--- src/rtl/axi_wr_burst_splitter.sv ---
// AXI3 write-channel front end: buffers W beats, splits AW bursts into single-beat commands
// and returns one B response per burst. Define AXI_WR_LAST_CHECK_EN to flag WLAST mismatches.
module axi_wr_burst_splitter #(
  parameter int unsigned ADDR_W     = 32,
  parameter int unsigned DATA_W     = 32,
  parameter int unsigned ID_W       = 4,
  parameter int unsigned FIFO_DEPTH = 4
) (
  input  logic                ACLK,
  input  logic                ARESET,
  input  logic [ID_W-1:0]     AWID,
  input  logic [ADDR_W-1:0]   AWADDR,
  input  logic [7:0]          AWLEN,
  input  logic [2:0]          AWSIZE,
  input  logic [1:0]          AWBURST,
  input  logic                AWVALID,
  output logic                AWREADY,
  input  logic [DATA_W-1:0]   WDATA,
  input  logic [DATA_W/8-1:0] WSTRB,
  input  logic                WLAST,
  input  logic                WVALID,
  output logic                WREADY,
  output logic [ID_W-1:0]     BID,
  output logic [1:0]          BRESP,
  output logic                BVALID,
  input  logic                BREADY,
  output logic [ADDR_W-1:0]   cmd_addr,
  output logic [DATA_W-1:0]   cmd_wdata,
  output logic [DATA_W/8-1:0] cmd_wstrb,
  output logic [2:0]          cmd_size,
  output logic                cmd_last,
  output logic                cmd_valid,
  input  logic                cmd_ready,
  input  logic                done_valid,
  input  logic                done_err
);

  localparam int unsigned StrbW  = DATA_W / 8;
  localparam int unsigned PtrW   = $clog2(FIFO_DEPTH);
  localparam int unsigned EntryW = DATA_W + StrbW + 1;
  localparam logic [2:0]  MaxSize = 3'($clog2(StrbW));
  localparam logic [PtrW:0] PtrOne = 1;

  typedef enum logic [1:0] {StIdle, StData, StWait, StResp} state_e;

  // W beat FIFO; entry = {wlast, wstrb, wdata}
  logic [EntryW-1:0] mem_q [FIFO_DEPTH];
  logic [EntryW-1:0] mem_d [FIFO_DEPTH];
  logic [PtrW:0]     wr_ptr_q, wr_ptr_d, rd_ptr_q, rd_ptr_d;
  logic              fifo_empty, fifo_full, push, pop;
  logic [EntryW-1:0] head;
  logic              head_last;

  assign fifo_empty = (wr_ptr_q == rd_ptr_q);
  assign fifo_full  = (wr_ptr_q[PtrW] != rd_ptr_q[PtrW]) &&
                      (wr_ptr_q[PtrW-1:0] == rd_ptr_q[PtrW-1:0]);
  assign WREADY     = ~fifo_full;
  assign push       = WVALID & ~fifo_full;
  assign head       = mem_q[rd_ptr_q[PtrW-1:0]];
  assign head_last  = head[EntryW-1];
  assign cmd_wdata  = head[DATA_W-1:0];
  assign cmd_wstrb  = head[DATA_W+StrbW-1:DATA_W];

  always_comb begin
    mem_d    = mem_q;
    wr_ptr_d = wr_ptr_q;
    rd_ptr_d = rd_ptr_q;
    if (push) begin
      mem_d[wr_ptr_q[PtrW-1:0]] = {WLAST, WSTRB, WDATA};
      wr_ptr_d = wr_ptr_q + PtrOne;
    end
    if (pop) begin
      rd_ptr_d = rd_ptr_q + PtrOne;
    end
  end

  always_ff @(posedge ACLK) begin
    mem_q <= mem_d;
  end

  always_ff @(posedge ACLK) begin
    if (ARESET) begin
      wr_ptr_q <= '0;
      rd_ptr_q <= '0;
    end else begin
      wr_ptr_q <= wr_ptr_d;
      rd_ptr_q <= rd_ptr_d;
    end
  end

  // Burst control
  state_e              state_q, state_d;
  logic [ID_W-1:0]     id_q, id_d;
  logic [ADDR_W-1:0]   addr_q, addr_d;
  logic [7:0]          len_q, len_d;
  logic [2:0]          size_q, size_d;
  logic [1:0]          burst_q, burst_d;
  logic [7:0]          beat_cnt_q, beat_cnt_d;
  logic [8:0]          done_cnt_q, done_cnt_d;
  logic                err_q, err_d;
  logic                discard_q, discard_d;
  logic                last_beat, aw_illegal;
  logic [8:0]          len_plus1;
  logic [ADDR_W-1:0]   bytes, span_mask, addr_inc, addr_next;

  assign last_beat = (beat_cnt_q == len_q);
  assign len_plus1 = {1'b0, len_q} + 9'd1;
  assign pop       = (state_q == StData) & ~fifo_empty & (discard_q | cmd_ready);
  assign cmd_addr  = addr_q;
  assign cmd_size  = size_q;
  assign BID       = id_q;

  assign aw_illegal = (AWBURST == 2'b11) || (AWSIZE > MaxSize) || (AWLEN > 8'd15) ||
                      ((AWBURST == 2'b10) && !(AWLEN inside {8'd1, 8'd3, 8'd7, 8'd15}));

  assign bytes     = ADDR_W'(1) << size_q;
  assign span_mask = ((ADDR_W'(len_q) + ADDR_W'(1)) << size_q) - ADDR_W'(1);
  assign addr_inc  = addr_q + bytes;

  always_comb begin
    addr_next = addr_q;
    case (burst_q)
      2'b01:   addr_next = addr_inc;
      2'b10:   addr_next = (addr_q & ~span_mask) | (addr_inc & span_mask);
      default: addr_next = addr_q;
    endcase
  end

`ifndef AXI_WR_LAST_CHECK_EN
  logic unused_head_last;
  assign unused_head_last = head_last;
`endif

  always_comb begin
    state_d    = state_q;
    id_d       = id_q;
    addr_d     = addr_q;
    len_d      = len_q;
    size_d     = size_q;
    burst_d    = burst_q;
    beat_cnt_d = beat_cnt_q;
    done_cnt_d = done_cnt_q;
    err_d      = err_q;
    discard_d  = discard_q;
    AWREADY    = 1'b0;
    BVALID     = 1'b0;
    BRESP      = 2'b00;
    cmd_valid  = 1'b0;
    cmd_last   = 1'b0;

    // Discarded beats complete immediately, alongside any real done pulse
    if (state_q inside {StData, StWait}) begin
      done_cnt_d = done_cnt_q + 9'(done_valid) + 9'(pop & discard_q);
      if (done_valid && done_err) err_d = 1'b1;
    end

    unique case (state_q)
      StIdle: begin
        AWREADY = ~ARESET;
        if (AWVALID && !ARESET) begin
          id_d       = AWID;
          addr_d     = AWADDR;
          len_d      = AWLEN;
          size_d     = AWSIZE;
          burst_d    = AWBURST;
          beat_cnt_d = '0;
          done_cnt_d = '0;
          err_d      = aw_illegal;
          discard_d  = aw_illegal;
          state_d    = StData;
        end
      end
      StData: begin
        cmd_valid = ~fifo_empty & ~discard_q;
        cmd_last  = last_beat;
        if (pop) begin
          beat_cnt_d = beat_cnt_q + 8'd1;
          addr_d     = addr_next;
`ifdef AXI_WR_LAST_CHECK_EN
          if (head_last != last_beat) err_d = 1'b1;
`endif
          if (last_beat) state_d = StWait;
        end
      end
      StWait: begin
        if (done_cnt_d == len_plus1) state_d = StResp;
      end
      StResp: begin
        BVALID = 1'b1;
        BRESP  = err_q ? 2'b10 : 2'b00;
        if (BREADY) state_d = StIdle;
      end
      default: state_d = StIdle;
    endcase
  end

  always_ff @(posedge ACLK) begin
    if (ARESET) begin
      state_q    <= StIdle;
      id_q       <= '0;
      addr_q     <= '0;
      len_q      <= '0;
      size_q     <= '0;
      burst_q    <= '0;
      beat_cnt_q <= '0;
      done_cnt_q <= '0;
      err_q      <= 1'b0;
      discard_q  <= 1'b0;
    end else begin
      state_q    <= state_d;
      id_q       <= id_d;
      addr_q     <= addr_d;
      len_q      <= len_d;
      size_q     <= size_d;
      burst_q    <= burst_d;
      beat_cnt_q <= beat_cnt_d;
      done_cnt_q <= done_cnt_d;
      err_q      <= err_d;
      discard_q  <= discard_d;
    end
  end

endmodule

--- config.mk ---
export PLATFORM = sky130hd
export DESIGN_NAME = axi_wr_burst_splitter
export DESIGN_NICKNAME = d
export VERILOG_FILES = /design/src/rtl/axi_wr_burst_splitter.sv
export SDC_FILE = /design/constraint.sdc
export NUM_CORES = 1
export LEC_CHECK = 0
export ABC_AREA = 1
export CORE_MARGIN = 3
export CORE_UTILIZATION = 54
export DETAILED_ROUTE_END_ITERATION = 16
export GPL_ROUTABILITY_DRIVEN = 0
export PLACE_DENSITY = 0.83
export SYNTH_ARGS = -nofsm -noshare
export SYNTH_HDL_FRONTEND = slang
export SYNTH_SLANG_ARGS = --single-unit
export TNS_END_PERCENT = 30
--- constraint.sdc ---
create_clock -name ACLK -period 3.75 [get_ports ACLK]
set_input_delay 0.375 -clock ACLK [delete_from_list [all_inputs] [get_ports ACLK]]
set_output_delay 0.375 -clock ACLK [all_outputs]
set_load 0.005 [all_outputs]
# Word level (Yosys, flattened, before mapping)
# Index checks and enable logic that the tools add are counted.
dict set report word_totals {
  in_bits 94
  ff_bits 224
  word_cells 120
}
dict set report classes {
  n_addsub 9
  bitwise 16
  n_shift 2
  order_cmp 5
  n_mux 32
  eq_ne 22
  n_reduce_logical 18
}
# cell n
set op_table {}
lappend op_table {{$bwmux 148} 1}
lappend op_table {{$pmux 32 s2} 2}
lappend op_table {{$bmux 37 s2} 1}
lappend op_table {{$demux 37 s2} 1}
lappend op_table {{$mux 36} 2}
lappend op_table {{$and 32x32->32} 2}
lappend op_table {{$mux 32} 2}
lappend op_table {{$mux 37} 1}
lappend op_table {{$add 32x32->32} 1}
lappend op_table {{$not 32->32} 1}
lappend op_table {{$or 32x32->32} 1}
lappend op_table {{$shl 1x3->32 const A} 1}
lappend op_table {{$shl 9x3->32} 1}
lappend op_table {{$sub 32x1->32 const B} 1}
lappend op_table {{$mux 9} 3}
lappend op_table {{$add 8x1->9 const B} 2}
lappend op_table {{$add 9x1->9} 2}
lappend op_table {{$mux 8} 2}
lappend op_table {{$pmux 8 s2} 1}
lappend op_table {{$mux 2} 7}
lappend op_table {{$eq 2x2->1 const B} 5}
lappend op_table {{$eq 9x9->1} 1}
lappend op_table {{$add 8x1->8 const B} 1}
lappend op_table {{$eq 8x1->1 const B} 1}
lappend op_table {{other kinds (32)} 61}

# Depth between registers and ports, before layout
# Gate-level depths: netlist of the first run.
dict set report depth {
  ltp_word 10
  mapped_depth 23
}

# Worst setup path after synthesis of the first run
# Ideal clock, no wire load.
dict set report synth_timing {
  kind {flip-flop to flip-flop}
  startpoint {reg size_q[1] (netlist: cmd_size[1])}
  endpoint {reg with a tool-made name}
  path_slack_ns 0.645
  n_path_buf 2
  required_time_ns 3.635
  t_arrival_ns 2.990
  period_less_slack_ns 3.105
  path_stages_with_launch 22
  setup_ns 0.115
  path_cell_list {dfxtp_1 -> buf_2 -> inv_1 -> buf_2 -> nand2_1 -> nor2_1 -> inv_1 -> fa_1 -> inv_1 -> nand3_1 -> nand2_1 -> nand2_1 -> nand2_1 -> a21oi_1 -> o21ai_0 -> nand2_1 -> nor2_1 -> nand4_1 -> o21ai_0 -> a21oi_1 -> nor2_1 -> nor2_1}
}
# element line
set synth_rtl {}
lappend synth_rtl {{start, declared} 96} ;# logic [2:0] size_q, size_d;
lappend synth_rtl {{start signal, assigned} 214} ;# size_q <= size_d;

==> out/metrics.csv, run 1 <==
stage;metric;value;unit
outcome;status;finished, final reports clean;
sta;skew;0.0130;ns
synthesis;avgSynthCellArea;8.65;µm²
sta;slew_headroom;49.4;%
clock_network;insertion_delay;0.51;ns
grt;grt.total_usage;24.5;%
detailed_routing;wl_per_cell;16.1;µm
detailed_routing;drc;0;
synthesis;ys_seq_elements;220;
floorplanning;fp-row-count;52;
clock_network;cts-buffers-inserted;24;
clock_network;cts_tree;yes;
place;dp.cells;1709;
power_and_ir_drop;vdd_ir_drop_max;0.253;mV
synthesis;ys.flop_type;edfxtp_1;
setup_path;r2r_slack;0.44;ns
finish;post-route-util;69.1;%
synthesis;netlist_area;0.0113;mm²
sta;timing.final.crit_share;88.3;%
power_and_ir_drop;power.leakage;5.39;nW
run;maxCapViolations;0;
min_path;hold_path_class;in -> reg;
finish;layout.nets;1583;
finish;final_cells;1753;
power_and_ir_drop;pwr_density_cell;585;mW/mm²
finish;area.growth.synth_to_final;25.0;%
synthesis;yosysMostFrequentCell;nand2_1;
sta;slew_violations;0;
setup_path;end_kind;flop;
place;portBuffers;173;
floorplanning;die_area;0.0226;mm²
synthesis;ys_seq_area_share;52.0;%
finish;drive_gt1_share;8.09;%
sta;clock.fmax;302;MHz
sta;setup_viol_count_final;0;
synthesis;yosys.area.top_type;edfxtp_1;
finish;diodes;0;
clock_network;cts_hold_buffers;0;
detailed_routing;drt_iter0_drc;834;
grt;grt_pass1_vias;9290;
synthesis;synth_area_leaders;edfxtp_1, dfxtp_1, nand2_1;
synthesis;yosysUniqueCellTypes;52;
grt;grt_pass1_wl;44.8;mm
floorplanning;ios;176;
place;hpwl;19.2;mm
clock_network;path_clk_slew;0.06;ns
detailed_routing;first_pass_iters;5;
detailed_routing;antenna_left;0;
grt;antenna_found_initial;1;
detailed_routing;wl;28.2;mm
synthesis;synthCells;1301;
setup_path;worst_ep_required_time;4.14;ns
synthesis;synth_top_cell_area_share;38.4;%
synthesis;synth_commonest_cells;nand2_1, nor2_1, edfxtp_1;
sta;finalHoldViolations;0;
floorplanning;die_w;150;µm
clock_network;clock-sinks;220;
setup_path;critPathMaxFanout;16;
detailed_routing;via_per_inst;5.56;
floorplanning;die_y;150;µm
sta;final.min_clock_period;3.31;ns
detailed_routing;vias;9754;
clock_network;cts_buffer_depth;3;
floorplanning;start_util;55.3;%
synthesis;ys_warn_count;0;
grt;grt_overflow;0;
synthesis;ys_async_sr_fraction;0;%
floorplanning;core;0.0204;mm²
sta;worst_slew_pin_slew;0.759;ns
synthesis;synth_nets;1419;
setup_path;arrival;3.70;ns
setup_path;critPathKind;reg -> reg;
grt;grt_max_degree;75;
clock_network;root_buffer;clkbuf_16;
sta;final.setup.tns;0;ns
sta;holdWs;0.476;ns
synthesis;synth_edf_count;144;
clock_network;cts_max_level;1;
setup_path;startpoint_type;flop;
sta;rsz0062_at_grt;no;
power breakdown:
| part | switching [mW] | internal, mW | total [mW] |
|---|---|---|---|
| Sequential | 0.222 | 2.83 | 3.06 |
| Clock | 0.921 | 1.41 | 2.33 |
| Combinational | 1.67 | 1.17 | 2.84 |
cell families after synthesis:
group / share of synthesized area (%)
flops: 52.0
compound gates: 13.1
xor+xnor: 2.96
simple gates: 23.0
other cells: 0.0333
mux: 0.178
fa+ha+maj: 2.80
buf+inv: 5.99
per-layer routing:
layer	routed length (µm)	share of wire, %	up-vias	track usage, %
met3	2290	8.1	62	4.30
li1	-	-	4751	-
met4	797	2.8	2	8.83
met1	11800	42	4518	32.0
met5	13	0.046	-	0
met2	13300	47	421	41.0
timing repair:
action / in CTS / in global routing
buffers inserted: 0 / 0
setup endpoints to repair: 0 / 4
resized for setup: 0 / 1
endpoints found under the hold margin: 0 / 0
layout make-up:
type / instances / area [µm²]
fill: 1560 / 6300
clock buffer: 34 / 679
clock inverter: 10 / 113
inverter: 117 / 439
timing repair buffer: 192 / 1890
sequential: 220 / 5850
multi-input combinational: 910 / 4760
tap: 270 / 338
worst paths after layout:
check,start,endpoint,depth (start not counted)
setup / recovery,cmd_size[0]$_SDFFE_PP0P_,flop,19
hold / removal,AWLEN[5],len_q[5]$_SDFFE_PP0P_,3
setup reg to reg,cmd_size[0]$_SDFFE_PP0P_,flop,19
hold reg to reg,BID[3]$_SDFFE_PP0P_,BID[3]$_SDFFE_PP0P_,1
through the flow:
stage	total power [mW]	setup slack, ns	instance area (µm²)
2_1_floorplan	4.82	0.645	11300
3_3_place_gp	5.83	0.343	13300
3_5_place_dp	5.90	0.239	13300
4_1_cts	8.23	0.315	14100
5_1_grt	8.70	0.0957	14100
6_report	8.22	0.440	14100
layout by cell type, fill, tap and decap left out, types with 4 or more instances in the layout:
| cell | instances |
|---|---|
| a211oi_1 | 5 |
| a21oi_1 | 49 |
| a21oi_2 | 5 |
| a22o_1 | 6 |
| a31oi_1 | 5 |
| buf_4 | 18 |
| clkbuf_1 | 7 |
| clkbuf_16 | 25 |
| clkdlybuf4s50_1 | 173 |
| clkinv_1 | 4 |
| dfxtp_1 | 74 |
| edfxtp_1 | 144 |
| ha_1 | 22 |
| inv_1 | 107 |
| inv_2 | 7 |
| nand2_1 | 231 |
| nand2_2 | 12 |
| nand3_1 | 81 |
| nand3_2 | 13 |
| nand4_1 | 7 |
| nor2_1 | 185 |
| nor2_4 | 10 |
| nor3_1 | 18 |
| nor3b_1 | 5 |
| nor4_1 | 7 |
| o211ai_1 | 5 |
| o21ai_0 | 128 |
| o21ai_1 | 8 |
| o22ai_1 | 39 |
| or2_2 | 7 |
| xnor2_1 | 8 |
| xor2_1 | 30 |
critical path, stage by stage (launching register included):
cell,delay [ns]
dfxtp_2,0.41
nor3_1,0.31
ha_1,0.25
inv_1,0.06
fa_1,0.35
inv_1,0.10
nand3_1,0.08
nand2_1,0.09
nand2_1,0.07
nand2_1,0.07
a21oi_1,0.08
o21ai_0,0.17
buf_4,0.17
nand2_1,0.06
nor2_1,0.37
nand4_1,0.18
o21ai_0,0.19
a21oi_1,0.06
nor2_1,0.08
nor2_1,0.04
(Power assumes the default switching activity.)
==> inputs of run 2 (changes only) <==
--- a/config.mk
+++ b/config.mk
@@ -11,6 +11,7 @@
 export DETAILED_ROUTE_END_ITERATION = 16
 export GPL_ROUTABILITY_DRIVEN = 0
 export PLACE_DENSITY = 0.83
+export SLEW_MARGIN = 10
 export SYNTH_ARGS = -nofsm -noshare
 export SYNTH_HDL_FRONTEND = slang
 export SYNTH_SLANG_ARGS = --single-unit
==> results of run 2 <==
The final DEF is identical to that of run 1; final timing and power are the same.
==> inputs of run 3 (changes only) <==
--- a/config.mk
+++ b/config.mk
@@ -8,9 +8,11 @@
 export ABC_AREA = 1
 export CORE_MARGIN = 3
 export CORE_UTILIZATION = 54
+export CTS_CLUSTER_DIAMETER = 50
 export DETAILED_ROUTE_END_ITERATION = 16
 export GPL_ROUTABILITY_DRIVEN = 0
 export PLACE_DENSITY = 0.83
+export SKIP_LAST_GASP = 1
 export SLEW_MARGIN = 10
 export SYNTH_ARGS = -nofsm -noshare
 export SYNTH_HDL_FRONTEND = slang
==> run 3 against run 2 <==
Clock power increased by 12%. Clock-buffer cell count decreased by 1. First-iteration DRC count increased by 4.9%. Total power increased by 3.4%. Largest cell class unchanged. Largest power group unchanged. Highest routed layer unchanged.
==> out/metrics.csv, run 3 (synthesis results as in run 1) <==
stage;metric;value;unit;change
place;hpwl;19.2;mm;unchanged
finish;num-fill-cells;1525;;was 1560
sta;finalHoldViolations;0;;unchanged
finish;final_cells;1759;;was 1753
finish;final_cell_mix;nand2_1, nor2_1, clkdlybuf4s50_1;;unchanged
place;placed_area;0.0133;mm²;unchanged
detailed_routing;wl_per_cell;16.2;µm;was 16.1 µm
clock_network;cts_setup_buffers;0;;unchanged
detailed_routing;via_per_inst;5.59;;was 5.56
detailed_routing;antenna_left;0;;unchanged
floorplanning;ios;176;;unchanged
run;maxCapViolations;0;;unchanged
min_path;hold_path_class;in -> reg;;unchanged
floorplanning;core;0.0204;mm²;unchanged
clock_network;clock-sinks;220;;unchanged
setup_path;end_kind;flop;;unchanged
setup_path;arrival;3.77;ns;was 3.70 ns
detailed_routing;drc;0;;unchanged
sta;holdWs;0.429;ns;was 0.476 ns
grt;grt_max_degree;75;;unchanged
clock_network;cts_hold_buffers;0;;unchanged
detailed_routing;first_pass_iters;5;;unchanged
power_and_ir_drop;vdd_ir_drop_max;0.392;mV;was 0.253 mV
detailed_routing;vias;9834;;was 9754
clock_network;cts-buffers-inserted;27;;was 24
finish;drive_gt1_share;8.87;%;was 8.09%
setup_path;critPathMaxFanout;16;;unchanged
clock_network;cts_buffer_depth;3;;unchanged
detailed_routing;wl;28.5;mm;was 28.2 mm
clock_network;cts_tree;yes;;unchanged
floorplanning;fp-row-count;52;;unchanged
finish;layout_commonest_cell;nand2_1;;unchanged
setup_path;worst_ep_required_time;4.19;ns;was 4.14 ns
outcome;status;finished, final reports clean;;unchanged
grt;antenna_found_initial;1;;unchanged
clock_network;path_clk_slew;0.06;ns;about the same
floorplanning;die_area;0.0226;mm²;unchanged
finish;diodes;0;;unchanged
setup_path;critPathKind;reg -> reg;;unchanged
finish;register_area;0.00585;mm²;unchanged
grt;grt.total_usage;24.9;%;was 24.5%
sta;rsz0062_at_grt;no;;unchanged
detailed_routing;drt_iter0_drc;875;;was 834
clock_network;cts_max_level;1;;unchanged
finish;area.growth.synth_to_final;26.3;%;was 25.0%
sta;final.min_clock_period;3.33;ns;was 3.31 ns
finish;final_area;0.0142;mm²;was 0.0141 mm²
sta;final.setup.tns;0;ns;unchanged
sta;clock.fmax;300;MHz;was 302 MHz
grt;grt_overflow;0;;unchanged
floorplanning;start_util;55.3;%;unchanged
finish;multi_input_area;0.00476;mm²;unchanged
power_and_ir_drop;pwr_density_cell;599;mW/mm²;was 585 mW/mm²
finish;layout.nets;1586;;was 1583
floorplanning;die_w;150;µm;unchanged
clock_network;insertion_delay;0.54;ns;was 0.51 ns
setup_path;startpoint_type;flop;;unchanged
place;dp.cells;1709;;unchanged
power_and_ir_drop;p_total;8.51;mW;was 8.22 mW
grt;grt_pass1_wl;45.6;mm;was 44.8 mm
sta;worst_slew_pin_slew;0.742;ns;was 0.759 ns
sta;setup_viol_count_final;0;;unchanged
place;portBuffers;173;;unchanged
power_and_ir_drop;power.leakage;5.46;nW;was 5.39 nW
sta;slew_violations;0;;unchanged
floorplanning;die_y;150;µm;unchanged
grt;grt_pass1_vias;9429;;was 9290
sta;skew;0.0220;ns;was 0.0130 ns
sta;timing.final.crit_share;88.8;%;was 88.3%
clock_network;root_buffer;clkbuf_16;;unchanged
sta;slew_headroom;50.6;%;was 49.4%
## run 3: changes by cell type in the layout (fill, tap and decap cells not counted)
cell	previous run	this run
clkinv_4	1	3
clkinvlp_4	1	2
bufinv_16	2	1
clkbuf_16	25	29
clkinv_1	4	3
clkinv_2	3	5
inv_16	0	1
inv_8	0	2
clkbuf_1	7	2
clkinv_8	0	1
## run 3: where the power goes
group	leakage (nW)	switching [mW]	internal, mW
logic	3.06	1.68	1.17
clock network	0.458	1.05	1.55
registers	1.95	0.223	2.83
total	5.46	2.95	5.56
## run 3: critical path, stage by stage (launching register included)
cell      delay, ns
dfxtp_2        0.42
nor3_1         0.30
ha_1           0.25
inv_1          0.06
fa_1           0.35
inv_1          0.10
nand3_1        0.07
nand2_1        0.09
nand2_1        0.07
nand2_1        0.06
a21oi_1        0.08
o21ai_0        0.17
buf_4          0.18
nand2_1        0.06
nor2_1         0.38
a21boi_0       0.14
o21ai_0        0.20
nor2_1         0.06
nor2_1         0.12
nor2_1         0.05
## run 3: metrics by stage
step	utilization, %	setup WS [ns]
floorplan	-	0.645
global placement	65.2	0.343
detailed placement	65.2	0.239
CTS	69.8	0.308
global route	69.8	0.108
finish	69.8	0.419
## run 3: routing by layer
| layer | vias to the layer above | global-route usage (%) | share of wire (%) | wire [µm] |
|---|---|---|---|---|
| met5 | - | 0 | 0.046 | 13 |
| met4 | 2 | 8.46 | 3.2 | 902 |
| met3 | 68 | 4.58 | 8.3 | 2360 |
| met2 | 454 | 42.2 | 47 | 13500 |
| met1 | 4547 | 32.2 | 41 | 11700 |
| li1 | 4763 | - | - | - |
## run 3: path summary, 6_finish.rpt
kind,slack (ns),cells after the start,end,startpoint
worst min-delay path,0.43,3,len_q[5]$_SDFFE_PP0P_,AWLEN[5]
worst max register to register,0.42,19,flop,cmd_size[0]$_SDFFE_PP0P_
worst max-delay path,0.42,19,flop,cmd_size[0]$_SDFFE_PP0P_
worst min register to register,0.47,1,wr_ptr_q[2]$_SDFFE_PP0P_,wr_ptr_q[2]$_SDFFE_PP0P_
## run 3: layout make-up
type	count	share of cell area [%]
tap	270	2.38
clock buffer	33	5.35
multi-input combinational	910	33.5
inverter	117	3.09
clock inverter	17	1.22
timing repair buffer	192	13.3
sequential	220	41.2
## run 3: what timing repair did
| item | in CTS | in global routing |
|---|---|---|
| setup endpoints to repair | 0 | 5 |
| endpoints found under the hold margin | 0 | 0 |
| resized for setup | 0 | 1 |
